[src/rtl/seq_ctrl.sv]
// seq_ctrl: instruction fetch/decode/execute sequencer with fetch timeout and retirement counter
// Ports:
//   clk        rising-edge system clock
//   rst        asynchronous active-low reset
//   run        front-panel run level; 0 stops at the next instruction boundary
//   mem_ack    memory read-data-valid for the current fetch
//   ir_op      4-bit opcode, valid with mem_ack and held in the IR afterwards
//   zf         ALU zero flag, used by JZ in DECODE
//   mem_rd     memory read request (FETCH and WAIT only)
//   IRload     IR load strobe, combinational from mem_ack in WAIT
//   PCinc      PC increment strobe, combinational from mem_ack in WAIT
//   PCload     PC parallel-load strobe (BRANCH)
//   alu_en     ALU execute strobe for opcodes 0x1-0x7
//   halted     high while in HALT
//   err        sticky fetch-timeout flag, cleared only by reset
//   state      current state encoding
//   instr_cnt  retired-instruction counter, wraps modulo 2^16
module seq_ctrl (
    input  logic        clk,
    input  logic        rst,
    input  logic        run,
    input  logic        mem_ack,
    input  logic [3:0]  ir_op,
    input  logic        zf,
    output logic        mem_rd,
    output logic        IRload,
    output logic        PCinc,
    output logic        PCload,
    output logic        alu_en,
    output logic        halted,
    output logic        err,
    output logic [2:0]  state,
    output logic [15:0] instr_cnt
);
    typedef enum logic [2:0] {
        IDLE   = 3'd0,
        FETCH  = 3'd1,
        WAIT   = 3'd2,
        DECODE = 3'd3,
        EXEC   = 3'd4,
        BRANCH = 3'd5,
        HALT   = 3'd6
    } state_t;

    state_t     st, nxt;
    logic [3:0] tmo;
    logic       retire, tmo_hit;

    assign state = st;

    always_ff @(posedge clk or negedge rst) begin
        if (!rst) begin
            st        <= IDLE;
            tmo       <= 4'd0;
            err       <= 1'b0;
            instr_cnt <= 16'd0;
        end else begin
            st        <= nxt;
            tmo       <= (st == FETCH) ? 4'd0 : (st == WAIT && !mem_ack) ? tmo + 4'd1 : tmo;
            err       <= err | tmo_hit;
            instr_cnt <= instr_cnt + {15'd0, retire};
        end
    end

    // Strobes are decoded from the registered state only (plus mem_ack in WAIT),
    // so an asynchronous reset drops them together with the state.
    always_comb begin
        nxt     = IDLE;
        mem_rd  = 1'b0;
        IRload  = 1'b0;
        PCinc   = 1'b0;
        PCload  = 1'b0;
        alu_en  = 1'b0;
        halted  = 1'b0;
        retire  = 1'b0;
        tmo_hit = 1'b0;
        case (st)
            IDLE:   nxt = run ? FETCH : IDLE;
            FETCH: begin
                mem_rd = 1'b1;
                nxt    = WAIT;
            end
            WAIT: begin
                mem_rd  = 1'b1;
                IRload  = mem_ack;
                PCinc   = mem_ack;
                tmo_hit = !mem_ack && tmo == 4'hF;
                nxt     = mem_ack ? DECODE : tmo_hit ? HALT : WAIT;
            end
            DECODE: begin
                // Untaken JZ and HLT retire straight out of DECODE.
                retire = (ir_op == 4'h9 && !zf) || ir_op == 4'hF;
                nxt    = (ir_op == 4'hF) ? HALT :
                         (ir_op == 4'h8 || (ir_op == 4'h9 && zf)) ? BRANCH :
                         (ir_op == 4'h9) ? (run ? FETCH : IDLE) : EXEC;
            end
            EXEC: begin
                alu_en = ir_op != 4'h0 && !ir_op[3];
                retire = 1'b1;
                nxt    = run ? FETCH : IDLE;
            end
            BRANCH: begin
                PCload = 1'b1;
                retire = 1'b1;
                nxt    = run ? FETCH : IDLE;
            end
            HALT: begin
                halted = 1'b1;
                nxt    = run ? HALT : IDLE;
            end
            default: nxt = IDLE;
        endcase
    end
endmodule

[config.mk]
export PLATFORM = sky130hd
export DESIGN_NAME = seq_ctrl
export DESIGN_NICKNAME = d
export VERILOG_FILES = /design/src/rtl/seq_ctrl.sv
export SDC_FILE = /design/constraint.sdc
export NUM_CORES = 1
export LEC_CHECK = 0
export CORE_UTILIZATION = 35
export CTS_BUF_LIST = sky130_fd_sc_hd__clkbuf_8
export DETAILED_ROUTE_END_ITERATION = 12
export GPL_TIMING_DRIVEN = 0
export PLACE_DENSITY = 0.68
export SLEW_MARGIN = 5
export SYNTH_ARGS = -nofsm -noshare
export SYNTH_HDL_FRONTEND = slang
export SYNTH_SLANG_ARGS = --single-unit
[constraint.sdc]
create_clock -name clk -period 2.16 [get_ports clk]
set_input_delay 0.432 -clock clk [delete_from_list [all_inputs] [get_ports clk]]
set_output_delay 0.432 -clock clk [all_outputs]
set_load 0.02 [all_outputs]
==> impl_metrics.ini, run 1 <==
[run_status]
outcome = finished, final reports clean

[logic_synthesis]
synth_top_area_cell = dfrtp_1
synth_edf_count = 0
synth_area_leaders = dfrtp_1, xor2_1, nor4_2
synth_nets = 134
synth_ff_type = dfrtp_1
ys_seq_area_share_pct = 45.5
synth_cells = 122
synth_cell_types = 43
synthArstFlopShare_pct = 100
ys_warn_count = 0
avgSynthCellArea_um2 = 10.8
synth_top_area_share_pct = 45.5
ys_ff_latch = 24
synth_area_mm2 = 0.00132

[setup_path]
required_ps = 2340
crit_type = in -> reg
end_kind = register
worstPathArrival_ps = 2300
crit_fanout = 6
cp-start-kind = input port

[timing]
worst_pin_slew_ps = 1040
slew_violations = 0
relSlewSlack_pct = 30.2
fin_skew_ps = 6.91
rsz0062_at_grt = yes
hold_viol_final = 0
fmax_mhz = 474
setup_ws_ps = 48.5
post-route-period-util_pct = 97.8
min_period_ps = 2110
finalSetupViolations = 0

[route]
num_vias = 1067
routedWlPerCell_um = 13.6
drc = 0
avgViaCountPerCell = 5.15
drtPass1Iterations = 4
wl_um = 2810
detail-route-antenna-nets = 0
drtIter0Drc = 52
dr_wl_met2_um = 1460
top_layer = met4
met1_length_um = 1210
wl_met3_um = 125

[finish]
fin_util_pct = 53.4
drive_above_1_share_pct = 19.3
area_growth_pct = 40.1
antenna_cells = 0
finalNetCount = 175
layout_commonest_cell = dfrtp_1
final_cell_mix = dfrtp_1, clkdlybuf4s50_1, xor2_1, inv_1
final_area_mm2 = 0.00185

[floorplanning]
dieArea_mm2 = 0.00402
core_mm2 = 0.00347
fp.dieW_um = 63.4
die_y_um = 63.4
placementRows = 21
io_pins = 35
start_util_pct = 38.1

[placed_design]
pre_cts_ws_ps = -712
routabilityCongestion = 0.752
place_hpwl_um = 1960
numPortBuffers = 34
placed_area_mm2 = 0.00172

[global_routing]
grt-ovfl-total = 0
grt_pass1_vias = 1101
grtUsageTotal_pct = 14.7
grt_max_degree = 25
grt_pass1_wl_um = 4780
antenna_found_initial = 0

[clock_network]
cts_max_level = 1
clk_pin_slew_worst_paths_ps = 80
cts_hold_buf = 0
cts_made_buffers = 3
insertion_delay_ps = 260
cts_buffer_depth = 2
cts_num_sinks = 24
ctsRootBufferMaster = clkbuf_8
cts_tree = yes

[pwr]
vdd_drop_max_uv = 533
power_density_mw_per_mm2 = 977
total_leakage_power_nw = 0.844
finalPower_mw = 1.81

[hold_path]
hp-class = reg -> reg

[flow_run]
cap_violations = 0
## cell type report
type                            count  area (um2)
Buffer                              4        33.8
Clock buffer                        3        41.3
Fill cell                         333        1620
Inverter                            9        33.8
Multi-Input combinational cell     85         757
Sequential cell                    24         601
Tap cell                           46        57.6
Timing Repair Buffer               36         327
## critical path: stages
cell and delay, ps:
buf_2 110, or3b_4 400, o31a_1 270, o21ai_2 210
ha_4 200, nand4_4 190, nor4_2 320, xor2_1 170
## cell usage after synthesis (2+ instances only)
master / number
nand4b_1: 2
or3_1: 2
nand3_1: 3
nand2_1: 5
xor2_1: 10
buf_4: 2
o21ai_0: 2
nor3_1: 6
nand4_1: 4
ha_1: 3
nor2_1: 7
or3b_1: 2
dfrtp_1: 24
nand2b_1: 3
nor4_2: 5
inv_1: 9
o211ai_1: 2
xnor2_1: 5
nand3_4: 2
## logic make-up (layout without fill, tap and decap cells)
family                   Yosys count  count (layout)  synth area share (%)
AO/OA/AOI/OAI                     16              16                  9.00
XOR/XNOR                          15              15                  9.94
adder cells (fa/ha/maj)            3               3                  2.84
buffers and inverters             13              52                  4.92
flip-flops                        24              24                  45.5
AND/OR/NAND/NOR                   51              51                  27.8
## final timing paths
path                            startpoint       endpoint  slack [ps]  cells past startpoint
max in group asynchronous              rst   instr_cnt[8]         790                      1
min in group asynchronous              rst       state[0]         740                      1
worst max-delay path              ir_op[2]  instr_cnt[11]          50                      8
worst min-delay path                   err            err         470                      1
worst min register to register         err            err         470                      1
worst max register to register    state[2]  instr_cnt[11]         240                      7
## metal layers
layer / global-route usage [%] / up-vias
met5: 0 / -
met4: 3.41 / 0
met3: 2.36 / 2
met2: 26.5 / 31
met1: 18.2 / 518
li1: - / 516
## through the flow
step,setup TNS (ps),hold slack [ps],cells
after floorplan,-78.9,136,122
after global placement,-8030,448,202
after detailed placement,-8680,458,202
after CTS,0,478,206
after global routing,-52.0,500,207
final,0,473,207
## state kept, by name (all words and copies together), names as in the netlist
register   count
state          3
instr_cnt     16
tmo            4
err            1
## where the power goes
group	switching [mW]	internal (mW)	total, mW	leakage [nW]
Combinational	0.451	0.412	0.863	0.511
Clock	0.128	0.124	0.253	0.0216
Sequential	0.147	0.545	0.692	0.311
Total	0.727	1.08	1.81	0.844
## what timing repair did
item	in CTS	in global routing
buffers inserted	1	1
endpoints found under the setup margin	18	10
gates resized for setup	34	6
pin swaps	6	5
Power figures use the tool's default switching activity.
==> inputs of run 2 (changes only) <==
--- a/config.mk
+++ b/config.mk
@@ -5,11 +5,11 @@
 export SDC_FILE = /design/constraint.sdc
 export NUM_CORES = 1
 export LEC_CHECK = 0
-export CORE_UTILIZATION = 35
+export CORE_UTILIZATION = 54
 export CTS_BUF_LIST = sky130_fd_sc_hd__clkbuf_8
 export DETAILED_ROUTE_END_ITERATION = 12
 export GPL_TIMING_DRIVEN = 0
-export PLACE_DENSITY = 0.68
+export PLACE_DENSITY = 0.95
 export SLEW_MARGIN = 5
 export SYNTH_ARGS = -nofsm -noshare
 export SYNTH_HDL_FRONTEND = slang
==> constraint.sdc (replaced) <==
create_clock -name clk -period 2.5 [get_ports clk]
set_input_delay 0.5 -clock clk [delete_from_list [all_inputs] [get_ports clk]]
set_output_delay 0.5 -clock clk [all_outputs]
set_load 0.02 [all_outputs]
==> run 2 against run 1 <==
Sequential power is 13% lower. Combinational power is 10% lower. Critical endpoint is now instr_cnt[14]. Worst hold slack better by 3.8 ps.
==> impl_metrics.ini, run 2 (same netlist as run 1, synthesis figures left out) <==
[run_status]
outcome = finished, final reports clean

[pwr]
power_frac_seq_pct = 37.6
pwr-share-clk_pct = 14.0
vdd_drop_max_uv = 805
total_leakage_power_nw = 0.848
p_sw_mw = 0.651
finalPower_mw = 1.60
sw_frac_of_total_pct = 40.7
p_int_mw = 0.950
power_density_mw_per_mm2 = 871
combPwrFrac_pct = 48.4

[route]
num_vias = 1124
avgViaCountPerCell = 5.92
routedWlPerCell_um = 16.4
wl_um = 3120
detail-route-antenna-nets = 0
drc = 0
drtPass1Iterations = 3
drtIter0Drc = 13

[global_routing]
antenna_found_initial = 0
grt_pass1_wl_um = 5150
grtUsageTotal_pct = 27.1
grt_pass1_vias = 1158
use_met3_pct = 3.87
busiest_layer = met2
grt_util_met2_pct = 49.4
use_met1_pct = 29.9
grt-ovfl-total = 0
grt_max_degree = 25

[hold_path]
worst_hold_path.endpoint = instr_cnt[15]
hold_path_depth = 1
min_from = instr_cnt[15]
hp-class = reg -> reg

[finish]
largest_register_ffs = 16
layout_commonest_cell = clkdlybuf4s50_1
area_growth_pct = 39.2
fin_util_pct = 81.6
largest_register = instr_cnt
final_cell_mix = clkdlybuf4s50_1, dfrtp_1, xor2_1, inv_1, nor2_1
finalNetCount = 176
stdcell_count = 190
antenna_cells = 0
drive_above_1_share_pct = 16.7

[placed_design]
routabilityCongestion = 0.784
place_hpwl_um = 2190
placed_cells = 184
pre_cts_ws_ps = -610
numPortBuffers = 34

[floorplanning]
start_util_pct = 58.6
placementRows = 17
dieArea_mm2 = 0.00265
die_y_um = 51.5
io_pins = 35
fp.dieW_um = 51.5
core_mm2 = 0.00225

[clock_network]
cts_tree = yes
cts_hold_buf = 0
cts_num_sinks = 24
cts_made_buffers = 3
clk_pin_slew_worst_paths_ps = 80
cts_max_level = 1
insertion_delay_ps = 260
ctsRootBufferMaster = clkbuf_8
cts_buffer_depth = 2

[timing]
post-route-period-util_pct = 94.1
finalSetupViolations = 0
worst_pin_slew_ps = 1040
slew_violations = 0
holdWs_ps = 476
setup_ws_ps = 146
min_period_ps = 2350
rsz0062_at_grt = no
hold_viol_final = 0
fin_skew_ps = 2.92
relSlewSlack_pct = 30.4
fmax_mhz = 425

[flow_run]
cap_violations = 0

[setup_path]
path_cells = clkdlybuf4s50_1, inv_1, o31a_1, o21ai_1, ha_2, ha_4, nand3_4, nor4_2, xor2_1
worstPathArrival_ps = 2530
cp_num_buf_inv = 2
end_kind = register
cpMaxStageDelayCell = clkdlybuf4s50_1
cp-start-kind = input port
cp_slowest_stage_delay_ps = 530
critPathTopFamily = buffers and inverters
r2r_start = state[1]
rr_endpoint = instr_cnt[14]
reg2reg_depth = 9
rrSetupSlack_ps = 470
crit_type = in -> reg
required_ps = 2680
crit_fanout = 6
[run 2: cell count changes in the layout (fill, tap and decap cells not counted), moves of 2 or more]
cell / before / now
dlymetal6s2s_1: 0 / 2
clkdlybuf4s50_1: 23 / 28
dlygate4sd2_1: 7 / 4
buf_2: 3 / 1
[run 2: what timing repair did]
action,CTS,global route
pin swaps,6,3
cloned,0,0
setup buffers,2,1
endpoints found under the hold margin,0,0
gates resized for setup,16,3
setup endpoints to repair,12,4
[run 2: layer usage]
layer  part of all wire (%)  up-vias
li1                       -      517
met1                     40      562
met2                     54       39
met3                    3.9        6
met4                    1.5        0
met5                      0        -
[run 2: how the worst max path moves through the flow]
stage / startpoint / end / slack (ps) / cells past startpoint
after floorplan: ir_op[1] / instr_cnt[12] / 150 / 8
after global placement: ir_op[3] / instr_cnt[14] / -440 / 9
after detailed placement: ir_op[3] / instr_cnt[14] / -610 / 9
after CTS: mem_ack / IRload / 5 / 3
after global routing: ir_op[0] / instr_cnt[14] / 7 / 9
final: ir_op[0] / instr_cnt[14] / 150 / 9
[run 2: worst reg2reg max path: cells and delay by family (launching register included)]
family	cells	cell delay, ps
AND/OR/NAND/NOR	3	440
buffers and inverters	2	300
flip-flops	1	470
adder cells (fa/ha/maj)	2	440
XOR/XNOR	1	200
AO/OA/AOI/OAI	1	100
[run 2: metrics by stage]
stage	setup TNS (ps)	area (um2)
after global placement	-3570	1700
final	0	1840
after floorplan	0	1320
after CTS	0	1820
after global routing	0	1840
after detailed placement	-5120	1700
[run 2: power by group through the flow]
| stage | combinational, mW | clock, mW | sequential, mW |
|---|---|---|---|
| floorplan | 0.372 | 0 | 0.638 |
| global placement | 0.701 | 0 | 0.577 |
| detailed placement | 0.736 | 0 | 0.590 |
| CTS | 0.769 | 0.224 | 0.600 |
| global route | 0.835 | 0.243 | 0.616 |
| finish | 0.775 | 0.224 | 0.602 |
[run 2: layout make-up]
type	count	area (um2)
buffer	4	31.3
clock buffer	3	41.3
fill	155	415
inverter	9	33.8
multi-input combinational	85	734
sequential	24	601
tap	28	35.0
timing repair buffer	37	363
==> inputs of run 3 (changes only) <==
--- a/config.mk
+++ b/config.mk
@@ -5,11 +5,13 @@
 export SDC_FILE = /design/constraint.sdc
 export NUM_CORES = 1
 export LEC_CHECK = 0
-export CORE_UTILIZATION = 54
+export CORE_ASPECT_RATIO = 0.8
+export CORE_UTILIZATION = 60
 export CTS_BUF_LIST = sky130_fd_sc_hd__clkbuf_8
 export DETAILED_ROUTE_END_ITERATION = 12
+export DONT_BUFFER_PORTS = 1
 export GPL_TIMING_DRIVEN = 0
-export PLACE_DENSITY = 0.95
+export PLACE_DENSITY = 0.84
 export SLEW_MARGIN = 5
 export SYNTH_ARGS = -nofsm -noshare
 export SYNTH_HDL_FRONTEND = slang
==> run 3 against run 2 <==
Register-to-register slack got worse by 250 ps. Final area fell by 21%. Critical path type is now reg -> out. Routed wire length fell by 17%.
==> impl_metrics.ini, run 3 (same netlist as run 1, synthesis figures left out) <==
[run_status]
outcome = finished, final reports clean

[clock_network]
cts_buffer_depth = 2
post_cts_buffers = 0
clk_pin_slew_worst_paths_ps = 80
cts_max_level = 1
ctsRootBufferMaster = clkbuf_8
cts_tree = yes
cts_made_buffers = 3
insertion_delay_ps = 260
cts_num_sinks = 24

[setup_path]
r2r_start = state[2]
rrSetupSlack_ps = 220
worstPathArrival_ps = 1890
crit_type = reg -> out
required_ps = 2000
crit_fanout = 10
end_kind = output port
startpoint = state[1]
cp-start-kind = register

[floorplanning]
io_pins = 35
die_y_um = 44.0
dieArea_mm2 = 0.00239
core_mm2 = 0.00198
fp.dieW_um = 54.5
start_util_pct = 66.8
placementRows = 14

[route]
num_vias = 973
drtIter0Drc = 16
avgViaCountPerCell = 6.44
detail-route-antenna-nets = 0
wl_um = 2590
drtPass1Iterations = 5
routedWlPerCell_um = 17.2
drc = 0

[hold_path]
hp-class = in -> reg
min_from = run

[global_routing]
grtUsageTotal_pct = 24.1
grt_util_met2_pct = 38.3
use_met3_pct = 7.37
grt_pass1_vias = 956
busiest_layer = met2
grt_max_degree = 25
grt-ovfl-total = 0
grt_pass1_wl_um = 4150
antenna_found_initial = 0
use_met1_pct = 32.6

[timing]
min_period_ps = 2390
rsz0062_at_grt = no
holdWs_ps = 383
setup_ws_ps = 108
fin_skew_ps = 4.77
slew_violations = 0
post-route-period-util_pct = 95.7
worst_pin_slew_ps = 1070
finalSetupViolations = 0
fmax_mhz = 418
relSlewSlack_pct = 28.7
hold_viol_final = 0

[pwr]
vdd_drop_max_uv = 822
total_leakage_power_nw = 0.681
power_density_mw_per_mm2 = 947

[finish]
seqCellArea_um2 = 601
area_growth_pct = 9.47
largest_register_ffs = 16
layout_commonest_cell = dfrtp_1
largest_register = instr_cnt
fin_util_pct = 73.1
num-fill-cells = 142
final_cell_mix = dfrtp_1, xor2_1, inv_1, nor2_1, nor3_1
antenna_cells = 0
finalNetCount = 140
multi_input_area_um2 = 686
drive_above_1_share_pct = 15.7

[placed_design]
pre_cts_ws_ps = -105
routabilityCongestion = 0.837
place_hpwl_um = 1800
numPortBuffers = 0

[flow_run]
cap_violations = 0
## run 3: cell type report
type,count,area share [%]
Tap cell,24,2.08
Inverter,9,2.34
Timing Repair Buffer,1,0.692
Sequential cell,24,41.5
Buffer,4,2.16
Multi-Input combinational cell,85,47.4
Clock buffer,4,3.81
## run 3: power by group
group	total [mW]	internal [mW]	switching [mW]
Combinational	0.451	0.191	0.260
Sequential	0.659	0.470	0.190
Clock	0.260	0.140	0.119
Total	1.37	0.801	0.569
## run 3: stage by stage
stage          cell area [um2]  std cells  power [mW]  TNS (ps)
3_3_place_gp              1350        146        1.08         0
5_1_grt                   1450        151        1.45         0
3_5_place_dp              1350        146        1.10      -202
4_1_cts                   1420        151        1.37         0
6_report                  1450        151        1.37         0
2_1_floorplan             1320        122        1.01         0
## run 3: timing repair
| action | 4_1_cts | 5_1_grt |
|---|---|---|
| resized for setup | 1 | 3 |
| hold endpoints to repair | 24 | 0 |
| endpoints found under the setup margin | 1 | 2 |
| hold buffers | 1 | 0 |
## run 3: worst paths after layout
path,end,depth (start not counted)
max in group asynchronous,instr_cnt[1],1
hold / removal,state[2],2
hold reg to reg,tmo[1],1
setup / recovery,alu_en,4
min in group asynchronous,tmo[0],1
setup reg to reg,instr_cnt[14],8
## run 3: critical path: stages (launching register included)
cell,delay [ps]
dfrtp_1,510
buf_4,230
inv_1,70
nand2_1,90
nor4_1,720
## run 3: layer usage
| metal | vias up | share of wire (%) |
|---|---|---|
| met2 | 29 | 50 |
| li1 | 451 | - |
| met1 | 493 | 43 |
| met5 | - | 0 |
| met3 | 0 | 6.5 |
| met4 | 0 | 0 |
